File: config.mk
export PLATFORM = sky130hd
export DESIGN_NAME = ram_arbiter
export DESIGN_NICKNAME = d
export VERILOG_FILES = /design/src/rtl/ram_arbiter.sv
export SDC_FILE = /design/constraint.sdc
export NUM_CORES = 1
export LEC_CHECK = 0
export BUFFER_PORTS_ARGS = -buffer_cell sky130_fd_sc_hd__buf_2
export CORE_AREA = 4 4 116 118
export DETAILED_ROUTE_END_ITERATION = 8
export DIE_AREA = 0 0 120 122
export GPL_TIMING_DRIVEN = 0
export PLACE_DENSITY = 0.77
export SLEW_MARGIN = 20
export SYNTH_ARGS = -nofsm -noshare
export SYNTH_HDL_FRONTEND = slang
export SYNTH_SLANG_ARGS = --single-unit
File: constraint.sdc
create_clock -name clk -period 2.2 [get_ports clk]
set_clock_uncertainty 0.15 [all_clocks]
set_input_delay 0.33 -clock clk [delete_from_list [all_inputs] [get_ports clk]]
set_output_delay 0.33 -clock clk [all_outputs]
set_load 0.05 [all_outputs]
File: src/rtl/ram_arbiter.sv
`default_nettype none
// ============================================================================
// Module   : ram_arbiter
// Brief    : Two-requester arbiter in front of a single shared RAM, with
//            ERROR retry and a BUSY watchdog.
// Revision : 1.0
// ============================================================================
module ram_arbiter #(
    parameter bit ROUND_ROBIN = 1'b1,
    parameter int MAX_RETRY   = 4,
    parameter int TIMEOUT     = 64
) (
    input  logic        clk,
    input  logic        rst_n,
    input  logic        p0_ren_i,
    input  logic        p0_wen_i,
    input  logic [31:0] p0_addr_i,
    input  logic [31:0] p0_store_i,
    output logic        p0_wait_o,
    output logic [31:0] p0_load_o,
    output logic        p0_err_o,
    input  logic        p1_ren_i,
    input  logic        p1_wen_i,
    input  logic [31:0] p1_addr_i,
    input  logic [31:0] p1_store_i,
    output logic        p1_wait_o,
    output logic [31:0] p1_load_o,
    output logic        p1_err_o,
    output logic        ram_ren_o,
    output logic        ram_wen_o,
    output logic [31:0] ram_addr_o,
    output logic [31:0] ram_store_o,
    input  logic [1:0]  ram_state_i,
    input  logic [31:0] ram_load_i
);
    localparam logic [1:0] c_FREE   = 2'd0;
    localparam logic [1:0] c_BUSY   = 2'd1;
    localparam logic [1:0] c_ACCESS = 2'd2;
    localparam logic [1:0] c_ERROR  = 2'd3;
    localparam int c_RW = $clog2(MAX_RETRY + 1);
    localparam int c_TW = $clog2(TIMEOUT + 1);

    typedef enum logic [0:0] {ST_IDLE = 1'b0, ST_BUSY = 1'b1} state_t;

    state_t            state_q;
    logic              grant_q;
    logic              prio_q;
    logic              ram_ren_q;
    logic              ram_wen_q;
    logic [31:0]       ram_addr_q;
    logic [31:0]       ram_store_q;
    logic [c_RW-1:0]   retry_q;
    logic [c_TW-1:0]   tmo_q;

    logic w_req0, w_req1, w_win, w_busy, w_stall;
    logic w_access, w_err_term, w_tmo_term, w_abort, w_done;

    assign w_req0 = p0_ren_i | p0_wen_i;
    assign w_req1 = p1_ren_i | p1_wen_i;
    // A sole requester wins outright; a contested cycle goes to the priority port.
    assign w_win  = (w_req0 & w_req1) ? prio_q : w_req1;

    assign w_busy     = (state_q == ST_BUSY);
    assign w_stall    = (ram_state_i == c_FREE) || (ram_state_i == c_BUSY);
    assign w_access   = w_busy && (ram_state_i == c_ACCESS);
    assign w_err_term = w_busy && (ram_state_i == c_ERROR) &&
                        (retry_q == c_RW'(MAX_RETRY - 1));
    assign w_tmo_term = w_busy && w_stall && (tmo_q == c_TW'(TIMEOUT - 1));
    assign w_abort    = w_err_term | w_tmo_term;
    assign w_done     = w_access | w_abort;

    assign p0_wait_o = ~(w_done & ~grant_q);
    assign p1_wait_o = ~(w_done &  grant_q);
    assign p0_err_o  = w_abort & ~grant_q;
    assign p1_err_o  = w_abort &  grant_q;
    assign p0_load_o = (w_access & ~grant_q & ram_ren_q) ? ram_load_i : 32'd0;
    assign p1_load_o = (w_access &  grant_q & ram_ren_q) ? ram_load_i : 32'd0;

    assign ram_ren_o   = ram_ren_q;
    assign ram_wen_o   = ram_wen_q;
    assign ram_addr_o  = ram_addr_q;
    assign ram_store_o = ram_store_q;

    always_ff @(posedge clk or negedge rst_n) begin
        if (!rst_n) begin
            state_q     <= ST_IDLE;
            grant_q     <= 1'b0;
            prio_q      <= 1'b0;
            ram_ren_q   <= 1'b0;
            ram_wen_q   <= 1'b0;
            ram_addr_q  <= 32'd0;
            ram_store_q <= 32'd0;
            retry_q     <= '0;
            tmo_q       <= '0;
        end else begin
            case (state_q)
                ST_IDLE: begin
                    if (w_req0 | w_req1) begin
                        state_q     <= ST_BUSY;
                        grant_q     <= w_win;
                        // A write request overrides a simultaneous read.
                        ram_wen_q   <= w_win ? p1_wen_i : p0_wen_i;
                        ram_ren_q   <= w_win ? (p1_ren_i & ~p1_wen_i)
                                             : (p0_ren_i & ~p0_wen_i);
                        ram_addr_q  <= w_win ? p1_addr_i  : p0_addr_i;
                        ram_store_q <= w_win ? p1_store_i : p0_store_i;
                        retry_q     <= '0;
                        tmo_q       <= '0;
                        if (ROUND_ROBIN && w_req0 && w_req1) begin
                            prio_q <= ~w_win;
                        end
                    end
                end
                ST_BUSY: begin
                    if (w_done) begin
                        state_q   <= ST_IDLE;
                        ram_ren_q <= 1'b0;
                        ram_wen_q <= 1'b0;
                    end else if (ram_state_i == c_ERROR) begin
                        retry_q <= retry_q + 1'b1;
                    end else begin
                        tmo_q <= tmo_q + 1'b1;
                    end
                end
                default: state_q <= ST_IDLE;
            endcase
        end
    end
endmodule
`default_nettype wire
# Yosys cells after proc, flatten, opt, wreduce, memory -nomap -nowiden
# Index checks and enable logic that the tools add are counted.
# word_totals
register_bits	79
inputBits	168
elab_cells	80
# op_classes
n_addsub	2
eq_ne	10
n_mux	23
bitwise	23
n_reduce_logical	13
# ops
op	count
32-bit 2-to-1 mux	4
7-bit 2-to-1 mux	3
7-bit one-hot mux with 2 select lines	1
1-bit AND	11
3-bit 2-to-1 mux	3
3-bit AND reduction	3
1-bit 2-to-1 mux	8
7-bit by 1-bit adder with 7-bit output (second input constant)	1
7-bit by 6-bit equality test with 1-bit output (second input constant)	1
1-bit inverter	7
1-bit logical AND	6
2-bit inequality test (second input constant)	3
1-bit one-hot mux with 2 select lines	3
3-bit one-hot mux with 2 select lines	1
1-bit bitwise OR	5
2-bit equality test (second input constant)	2
2-bit by 1-bit inequality test with 1-bit output (second input constant)	2
2-bit AND reduction	2
3-bit by 1-bit adder with 3-bit output (second input constant)	1
3-bit by 2-bit equality test with 1-bit output (second input constant)	1
2-bit by 1-bit equality test with 1-bit output (second input constant)	1
2-bit logical NOT	1
1-bit logical OR	1

# Longest topological paths before layout
# Gate-level depths: netlist of run 1.
# logic_depth
ltp_word	8
depth_mapped	6
depth_no_buf	6

# Worst setup path before layout of run 1
# OpenSTA, ideal clock, no wires.
# synth_path
path_type	reg-to-output
startpoint	reg tmo_q[0]
endpoint	out p0_err_o
t_arrival_ns	1.858
slack_ns	-0.138
stages_incl_launch_ff	6
path_cell_list	dfrtp_1 ha_1 nand4b_4 nor3_4 nand2_1 a21oi_1
# synth_via
elab_chain_len	4
# synth_rtl
item	line_no	rtl
start, declared	53	logic [c_TW-1:0] tmo_q;
start signal, assigned	122	tmo_q <= tmo_q + 1'b1;
7-bit by 6-bit equality test with 1-bit output	68	assign w_tmo_term = w_busy && w_stall && (tmo_q == c_TW'(TIMEOUT - 1));
1-bit logical AND	68	
1-bit bitwise OR	69	assign w_abort = w_err_term | w_tmo_term;
1-bit AND	74	assign p0_err_o = w_abort & ~grant_q;
end, declared	21	output logic p0_err_o,
# Every way passes these cells.

# Worst setup path after layout of run 1
# layout_path
startpoint	reg state_q
endpoint	out p1_load_o[28]
# layout_via
elab_chain_len	4
# layout_rtl
item	line_no	rtl
start, declared	45	state_t state_q;
start signal, assigned	86	state_q <= ST_IDLE;
start signal, assigned	99	state_q <= ST_BUSY;
start signal, assigned	116	state_q <= ST_IDLE;
1-bit logical AND	65	assign w_access = w_busy && (ram_state_i == c_ACCESS);
1-bit AND (2 in a row)	77	assign p1_load_o = (w_access & grant_q & ram_ren_q) ? ram_load_i : 32'd0;
32-bit 2-to-1 mux	77	
end, declared	27	output logic [31:0] p1_load_o,
# Every way passes these cells.

==> results of run 1 <==
## worst max-delay path: cells and delay by family (launching register included)
kind	cells	cell delay, ns
simple gates	3	0.65
buf+inv	3	0.45
flops	1	0.34
## power groups by stage
stage | combinational (mW) | clock, mW | sequential (mW)
after floorplan | 1.38 | 0 | 3.73
after global placement | 3.89 | 0 | 2.23
after detailed placement | 3.93 | 0 | 2.24
after CTS | 4.04 | 1.66 | 2.22
after global routing | 4.38 | 1.71 | 2.29
final | 4.14 | 1.62 | 2.23
## routing by layer
| layer | track usage | up-vias | routed length, µm | share of wire |
|---|---|---|---|---|
| met5 | 0 | - | 0 | 0 |
| met2 | 0.378 | 195 | 9720 | 0.52 |
| met1 | 0.302 | 2452 | 7560 | 0.40 |
| met3 | 0.0427 | 36 | 1000 | 0.053 |
| met4 | 0.0623 | 0 | 442 | 0.024 |
| li1 | - | 2367 | - | - |
## cells by family after synthesis
family	after synthesis
AOI/OAI and AO/OA	155
xor gates and xnor gates	5
adders and majority gates	3
buffers and inverters	39
DFF	79
and+or+nand+nor	230
## what timing repair did
item | in CTS | in global routing
pin swaps | 5 | 44
resized for setup | 143 | 127
setup endpoints to repair | 64 | 66
hold buffers | 1 | 0
cloned | 1 | 4
endpoints found under the hold margin | 32 | 0
buffers inserted | 9 | 7
## flip-flops by register name, summed over array words and instances (netlist names)
register     flops
grant_q          1
prio_q           1
ram_addr_o      32
ram_ren_o        1
ram_store_o     32
ram_wen_o        1
retry_q          3
state_q          1
tmo_q            7
## layout by cell type (no fill, tap or decap), types with 2 or more instances in the layout
cell       count
nand2b_1       4
and2_1        15
inv_1          2
ha_1           2
xor2_1         2
and2_4        49
buf_8         56
clkbuf_4       3
buf_6         30
a21oi_1       63
bufinv_16      2
a21oi_2       68
dfrtp_1       78
o31ai_1        2
nand3_1        4
a22o_1         6
nand2_2        2
xnor2_1        3
o21ai_1        5
nor2_1        68
buf_12         4
buf_4         20
nand2_1       73
buf_2        243
clkbuf_16     11
## how the worst min path moves through the flow
stage | end | slack, ns | depth (start not counted)
CTS | ram_addr_o[24] | 0.06 | 3
global route | ram_addr_o[22] | 0.07 | 3
finish | ram_addr_o[24] | 0.07 | 3
global placement | retry_q[0] | 0.33 | 1
floorplan | grant_q | -0.12 | 0
detailed placement | ram_store_o[13] | 0.16 | 1
## layout make-up
cell class              instances  area, µm²  area share
repair buffers                323       2340       0.301
clock buffers                  10        239      0.0307
inverters                       2       7.51    0.000964
flip-flops and latches         79       1980       0.254
well taps                     172        215      0.0276
plain buffers                  37        390      0.0501
multi-input cells             393       2530       0.324
clock inverters                 5       81.3      0.0104
diodes                          1       2.50    0.000321
## stage by stage
step	setup TNS, ns	total power, mW
3_3_place_gp	0	6.12
5_1_grt	-5.08	8.38
4_1_cts	-0.00179	7.92
2_1_floorplan	0	5.11
3_5_place_dp	0	6.16
6_report	-1.02	7.99
==> impl_metrics.csv, run 1 <==
group,metric,value,unit
clock_tree,h-tree-depth,3,
setup_path,worst_path_largest_cell_delay,0.45,ns
timing,holdWs,0.0691,ns
setup_path,path_cells,"buf_6 > nand2_8 > and4bb_4 > buf_4 > and2_1 > buf_6",
layout,final_area,7780,µm²
layout,nFillCells,1049,
setup_path,r2r_setup_slack,0.28,ns
drt,drt-initial-drc-count,234,
clock_tree,cts_tree,"yes",
placement,place_ws,0.0708,ns
layout,post_route_cells_drive_above_1_share,0.603,
yosys,synth_largest_area_cell,"dfrtp_1",
setup_path,path_class,"register to output port",
yosys,ys_warn_count,0,
global_route,grt_pass1_vias,4948,
layout,finalNonFillerCells,1022,
drt,wl_per_cell,18.3,µm
die,dieWidth,120,µm
setup_path,crit_fanout,8,
yosys,synth-compound-area-share,0.241,
die,core,12500,µm²
die,initial_core_util,0.373,
drt,drt_pass1_iterations,4,
yosys,synth.most_common_cell,"dfrtp_1",
setup_path,reg2reg_depth,8,
die,dieArea,14600,µm²
clock_tree,clock-sinks,79,
placement,portBuffers,300,
timing,slew_violations,0,
yosys,ys_types,48,
timing,relSlewSlack,0.696,
pwr,p_leak,3.75,nW
pwr,p_switching,3.83,mW
global_route,antenna_found_initial,1,
yosys,yosys.area.top_type_share,0.425,
global_route,grt_usage,0.227,
hold_path,hold_class,"input pin to register",
placement,placed_area,6410,µm²
clock_tree,cts-root-buf,"clkbuf_16",
layout,area_growth,67.2,%
drt,route.vias.total,5050,
job,maxCapViolCount,0,
placement,gp_congestion,0.867,
pwr,power_per_cell_area,1030,nW/µm²
run_status,status,"finished with violations",
pwr,intPower,4.16,mW
clock_tree,cts_inserted_buffers,9,
timing,rsz0062_at_grt,"true",
setup_path,crit_slowest_cell,"and4bb_4",
die,fp.dieH,122,µm
yosys,yosys_register_bits,79,
clock_tree,clk_pin_slew,0.07,ns
timing,setup_viol,46,
setup_path,crit_path_start_kind,"register",
die,pin_count,302,
setup_path,endpoint,"p1_load_o[28]",
setup_path,crit_start,"state_q",
drt,wl,18700,µm
placement,place_inst,984,
timing,timing.final.hold_violations,0,
yosys,synth_top_family_by_area,"simple AND/OR/NAND/NOR gates",
drt,route.detailed.drc,0,
yosys,synthAdderAreaFrac,0.00806,
global_route,gr-total-overflow,0,
yosys,ys.flop_type,"dfrtp_1",
setup_path,cp.required,1.72,ns
die,num_rows,41,
drt,drtAntennaViolNets,0,
setup_path,endpoint_kind,"output port",
layout,finalCoreUtilization,0.625,
layout,nNetsFinal,1016,
pwr,pwr-share-seq,0.279,
pwr,vdd_drop_max,0.654,mV
yosys,avgSynthCellArea,9.11,µm²
yosys,synth_nets,682,
global_route,grt_pass1_wl,26300,µm
setup_path,regToRegStartpoint,"tmo_q[0]",
yosys,yosys-top-cells-area,"dfrtp_1 (42%), a21oi_2 (13%), and2_1 (8.6%)",
timing,finalCriticalPeriod,2.26,ns
yosys,synth_mux_area_frac,0,
setup_path,crit_top_cell,"buf_6",
yosys,synth_seq_area_share,0.425,
yosys,async_reset_ff_frac,1.00,
pwr,swShare,0.480,
yosys,netlist_area,4660,µm²
yosys,synthSimpleGateAreaFrac,0.244,
clock_tree,clk_path_buf_depth,2,
drt,viasPerCell,4.94,
timing,max_freq,0.442,GHz
setup_path,rr_endpoint,"tmo_q[1]",
pwr,clkPwrFrac,0.203,
yosys,synth_edf_count,0,
timing,timing.final.crit_share,1.03,
timing,worst_slew_pin_slew,0.455,ns
placement,hpwl,12300,µm
timing,setup_ws,-0.0612,ns
setup_path,arrival,1.78,ns
yosys,synth_commonest_cells,"dfrtp_1 (79), nand2_1 (75), nor2_1 (68)",
yosys,synth-xor-area-share,0.00941,
pwr,comb_power_share,0.518,
global_route,grt_max_degree,48,
yosys,synth_cells,511,
hold_path,hold_path.startpoint,"p0_addr_i[24]",
run_status,violations,"negative setup slack",
clock_tree,clock_latency,0.32,ns
Note: power is estimated with default switching activity, not from simulation.
==> run 2: changes to the inputs <==
--- a/config.mk
+++ b/config.mk
@@ -6,11 +6,11 @@
 export NUM_CORES = 1
 export LEC_CHECK = 0
 export BUFFER_PORTS_ARGS = -buffer_cell sky130_fd_sc_hd__buf_2
-export CORE_AREA = 4 4 116 118
+export CORE_AREA = 2 2 117 119
 export DETAILED_ROUTE_END_ITERATION = 8
-export DIE_AREA = 0 0 120 122
+export DIE_AREA = 0 0 119 121
 export GPL_TIMING_DRIVEN = 0
-export PLACE_DENSITY = 0.77
+export PLACE_DENSITY = 0.74
 export SLEW_MARGIN = 20
 export SYNTH_ARGS = -nofsm -noshare
 export SYNTH_HDL_FRONTEND = slang
==> impl_metrics.csv, run 2 (synthesized netlist as in run 1, its figures left out) <==
group,metric,value,unit
run_status,status,"finished with violations",
run_status,violations,"negative setup slack",
timing,slew_violations,0,
clock_tree,cts_inserted_buffers,9,
setup_path,cp.required,1.72,ns
pwr,intPower,4.17,mW
global_route,grt_pass1_wl,25100,µm
pwr,vdd_drop_max,0.698,mV
layout,layout_common_cells,"buf_2 (244), dfrtp_1 (78), nand2_1 (74)",
clock_tree,clk_pin_slew,0.06,ns
hold_path,hold_class,"input pin to register",
pwr,p_switching,3.80,mW
clock_tree,clock_latency,0.32,ns
die,core,13100,µm²
placement,hpwl,12200,µm
placement,place_ws,-0.0185,ns
pwr,p_leak,3.79,nW
setup_path,crit_path_start_kind,"register",
layout,post_route_cells_drive_above_1_share,0.615,
timing,relSlewSlack,0.688,
global_route,gr-total-overflow,0,
global_route,antenna_found_initial,1,
layout,nNetsFinal,1018,
drt,wl_per_cell,17.3,µm
die,num_rows,42,
hold_path,hold_depth,3,
timing,worst_slew_pin_slew,0.469,ns
timing,finalCriticalPeriod,2.29,ns
layout,final_common_cell,"buf_2",
drt,route.vias.total,5006,
layout,diodes,0,
drt,drt-initial-drc-count,272,
timing,setup_viol,64,
setup_path,path_class,"register to output port",
layout,area_growth,69.4,%
timing,setup_ws,-0.0893,ns
setup_path,r2r_setup_slack,0.46,ns
clock_tree,clock-sinks,79,
timing,timing.final.crit_share,1.04,
clock_tree,clk_path_buf_depth,2,
setup_path,regToRegStartpoint,"tmo_q[1]",
clock_tree,h-tree-depth,3,
setup_path,rr_endpoint,"ram_wen_o",
setup_path,reg2reg_depth,7,
pwr,clkPwrFrac,0.203,
drt,wl,17800,µm
drt,viasPerCell,4.87,
die,dieArea,14400,µm²
die,pin_count,302,
die,initial_core_util,0.356,
drt,route.detailed.drc,0,
timing,max_freq,0.437,GHz
hold_path,hold-path-endpoint,"ram_addr_o[13]",
clock_tree,cts_tree,"yes",
setup_path,arrival,1.81,ns
drt,drtAntennaViolNets,0,
pwr,pwr-share-seq,0.278,
placement,gp_congestion,0.993,
timing,rsz0062_at_grt,"true",
pwr,swShare,0.477,
timing,timing.final.hold_violations,0,
job,maxCapViolCount,0,
global_route,grt_usage,0.220,
timing,setup_tns,-1.87,ns
placement,portBuffers,300,
drt,drt_pass1_iterations,4,
die,fp.dieH,121,µm
die,dieWidth,119,µm
clock_tree,cts-root-buf,"clkbuf_16",
pwr,power_per_cell_area,1010,nW/µm²
global_route,grt_pass1_vias,4596,
pwr,comb_power_share,0.518,
global_route,grt_max_degree,47,
setup_path,endpoint_kind,"output port",
setup_path,crit_fanout,4,
hold_path,hold_path.startpoint,"p0_addr_i[13]",
-- run 2: cell types whose count changed in the layout (fill, tap and decap cells not counted), sizes merged --
cell,change
inv,-1
diode,-1
clkinv,+1
buf,+3
-- run 2: routing by layer --
metal / wire length (µm) / GRT usage / vias up
met1: 7480 / 0.301 / 2413
met3: 924 / 0.0418 / 30
met5: 14 / 0 / -
met2: 8980 / 0.355 / 186
li1: - / - / 2375
met4: 399 / 0.0632 / 2
-- run 2: power groups by stage --
stage / sequential (mW) / clock (mW) / combinational [mW]
floorplan: 3.73 / 0 / 1.38
global placement: 2.22 / 0 / 3.89
detailed placement: 2.22 / 0 / 3.93
CTS: 2.21 / 1.66 / 4.02
global route: 2.27 / 1.73 / 4.38
finish: 2.22 / 1.62 / 4.13
-- run 2: timing repair --
action                                 4_1_cts  5_1_grt
endpoints found under the hold margin       33        0
setup endpoints to repair                   65       64
pin swaps                                    7       19
hold buffers                                 1        0
gates cloned                                 1        5
gates resized for setup                    141      149
setup buffers                                9        8
-- run 2: layout make-up --
cell class / count / area, µm²
clock inverter: 5 / 81.3
timing repair buffer: 325 / 2420
inverter: 2 / 7.51
buffer: 37 / 390
multi-input combinational: 393 / 2540
clock buffer: 11 / 243
tap: 176 / 220
fill: 1128 / 5200
sequential: 79 / 1980
-- run 2: worst max-delay path: stages (launching register included) --
cell and delay, ns:
dfrtp_1 0.41, ha_4 0.17, nand4b_4 0.12, nor3_4 0.27, buf_6 0.14, o2bb2ai_4 0.13
nand2b_1 0.09, buf_6 0.16
-- run 2: per-stage QoR --
stage / area, µm² / utilization / hold WS, ns / std cells / power [mW]
3_3_place_gp: 6380 / 0.488 / 0.331 / 987 / 6.10
5_1_grt: 7890 / 0.603 / 0.0643 / 1028 / 8.38
6_report: 7890 / 0.603 / 0.0760 / 1028 / 7.97
4_1_cts: 7270 / 0.556 / 0.0643 / 1015 / 7.89
2_1_floorplan: 4660 / - / -0.116 / 511 / 5.11
3_5_place_dp: 6410 / 0.490 / 0.166 / 988 / 6.16
-- run 2: worst max path at each step --
stage,start,to,slack [ns]
floorplan,tmo_q[0],p0_err_o,0.09
global placement,rst_n,ram_addr_o[16],0.02
detailed placement,tmo_q[0],p0_err_o,-0.02
CTS,tmo_q[1],p0_err_o,-0.08
global route,tmo_q[1],p0_wait_o,-0.17
finish,tmo_q[1],p0_wait_o,-0.09
==> run 3: changes to the inputs <==
==> constraint.sdc (replaced) <==
create_clock -name clk -period 2.2 [get_ports clk]
set_clock_uncertainty 0.15 [all_clocks]
set_input_delay 0.22 -clock clk [delete_from_list [all_inputs] [get_ports clk]]
set_output_delay 0.22 -clock clk [all_outputs]
set_load 0.05 [all_outputs]
==> impl_metrics.csv, run 3 (synthesized netlist as in run 1, its figures left out) <==
group,metric,value,unit
timing,setup_ws,-0.0343,ns
drt,route.detailed.drc,0,
clock_tree,clock-sinks,79,
die,pin_count,302,
clock_tree,clock_latency,0.33,ns
layout,diodes,0,
clock_tree,cts_inserted_buffers,9,
layout,nNetsFinal,1073,
timing,timing.final.crit_share,1.02,
layout,final_common_cell,"buf_2",
timing,finalCriticalPeriod,2.23,ns
setup_path,arrival,1.86,ns
drt,wl_per_cell,16.0,µm
global_route,grt_usage,0.233,
job,maxCapViolCount,0,
placement,portBuffers,300,
die,fp.dieH,121,µm
run_status,violations,"negative setup slack",
pwr,swShare,0.482,
placement,gp_congestion,0.851,
timing,setup_viol,2,
clock_tree,clk_path_buf_depth,2,
drt,drtAntennaViolNets,0,
global_route,grt_pass1_wl,26600,µm
timing,max_freq,0.448,GHz
layout,post_route_cells_drive_above_1_share,0.504,
clock_tree,cts-root-buf,"clkbuf_16",
die,dieWidth,119,µm
layout,final_area,7790,µm²
drt,drt-initial-drc-count,276,
timing,holdWs,0.0229,ns
setup_path,endpoint_kind,"output port",
pwr,p_leak,3.80,nW
pwr,p_switching,3.79,mW
setup_path,crit_path_start_kind,"register",
clock_tree,clk_pin_slew,0.06,ns
layout,area_growth,67.3,%
timing,worst_slew_pin_slew,0.395,ns
timing,relSlewSlack,0.737,
timing,slew_violations,0,
setup_path,r2r_setup_slack,0.38,ns
drt,viasPerCell,4.81,
layout,layout_common_cells,"buf_2 (246), dfrtp_1 (78), nand2_1 (73)",
drt,route.vias.total,5204,
setup_path,crit_fanout,3,
setup_path,cp.required,1.83,ns
global_route,antenna_found_initial,0,
pwr,comb_power_share,0.524,
die,initial_core_util,0.356,
die,num_rows,42,
placement,hpwl,11800,µm
layout,nFillCells,1117,
global_route,grt_pass1_vias,5126,
timing,timing.final.hold_violations,0,
pwr,intPower,4.08,mW
pwr,clkPwrFrac,0.193,
placement,place_inst,988,
clock_tree,h-tree-depth,3,
run_status,status,"finished with violations",
placement,placed_area,6410,µm²
placement,place_ws,0.116,ns
layout,finalNonFillerCells,1082,
layout,finalCoreUtilization,0.595,
setup_path,path_class,"register to output port",
global_route,grt_max_degree,53,
die,core,13100,µm²
drt,drt_pass1_iterations,4,
pwr,pwr-share-seq,0.283,
global_route,gr-total-overflow,0,
die,dieArea,14400,µm²
clock_tree,cts_tree,"yes",
hold_path,hold_class,"input pin to register",
timing,rsz0062_at_grt,"true",
pwr,power_per_cell_area,1010,nW/µm²
pwr,vdd_drop_max,0.894,mV
drt,wl,17300,µm
## run 3: layout make-up
type / instances / area [µm²] / share of cell area
Inverter: 2 / 7.51 / 0.000964
Clock inverter: 3 / 42.5 / 0.00546
Timing Repair Buffer: 380 / 2520 / 0.323
Buffer: 37 / 369 / 0.0474
Sequential cell: 79 / 1980 / 0.254
Multi-Input combinational cell: 393 / 2400 / 0.308
Tap cell: 176 / 220 / 0.0283
Clock buffer: 12 / 256 / 0.0329
## run 3: routing by layer
layer,share of wire,routed length (µm),global-route usage,vias up
li1,-,-,-,2484
met1,0.43,7540,0.301,2475
met2,0.50,8630,0.399,206
met3,0.041,705,0.0348,39
met4,0.027,463,0.0759,0
met5,0,0,0,-
## run 3: worst max-delay path, stage by stage, from the launching register on
cell,delay [ns]
dfrtp_1,0.42
ha_4,0.17
nand4b_4,0.11
nor3_4,0.32
nand2_2,0.13
a21oi_4,0.20
buf_6,0.18
## run 3: what timing repair did
action,in CTS,in global routing
resized for setup,83,26
gates cloned,1,0
endpoints found under the hold margin,90,0
pin swaps,2,5
hold buffers,64,0
buffers inserted,4,10
setup endpoints to repair,64,66
## run 3: power groups by stage
stage          Combinational [mW]  Sequential (mW)  Clock [mW]
2_1_floorplan                1.38             3.73           0
3_3_place_gp                 3.87             2.22           0
3_5_place_dp                 3.92             2.23           0
4_1_cts                      4.04             2.22        1.56
5_1_grt                      4.38             2.28        1.61
6_report                     4.12             2.22        1.52
## run 3: worst paths after layout
| check | from | endpoint | cells past startpoint |
|---|---|---|---|
| min in group asynchronous | rst_n | ram_store_o[12] | 2 |
| max | tmo_q[0] | p0_err_o | 6 |
| max reg2reg | tmo_q[0] | tmo_q[2] | 7 |
| max in group asynchronous | rst_n | grant_q | 3 |
| min reg2reg | retry_q[0] | retry_q[0] | 1 |
| min | p1_addr_i[17] | ram_addr_o[17] | 3 |
## run 3: stage by stage
step,setup TNS (ns),total power [mW]
after global placement,0,6.10
after global routing,-0.356,8.28
after CTS,-0.0852,7.81
after detailed placement,0,6.14
final,-0.0508,7.86
after floorplan,-0.0194,5.11
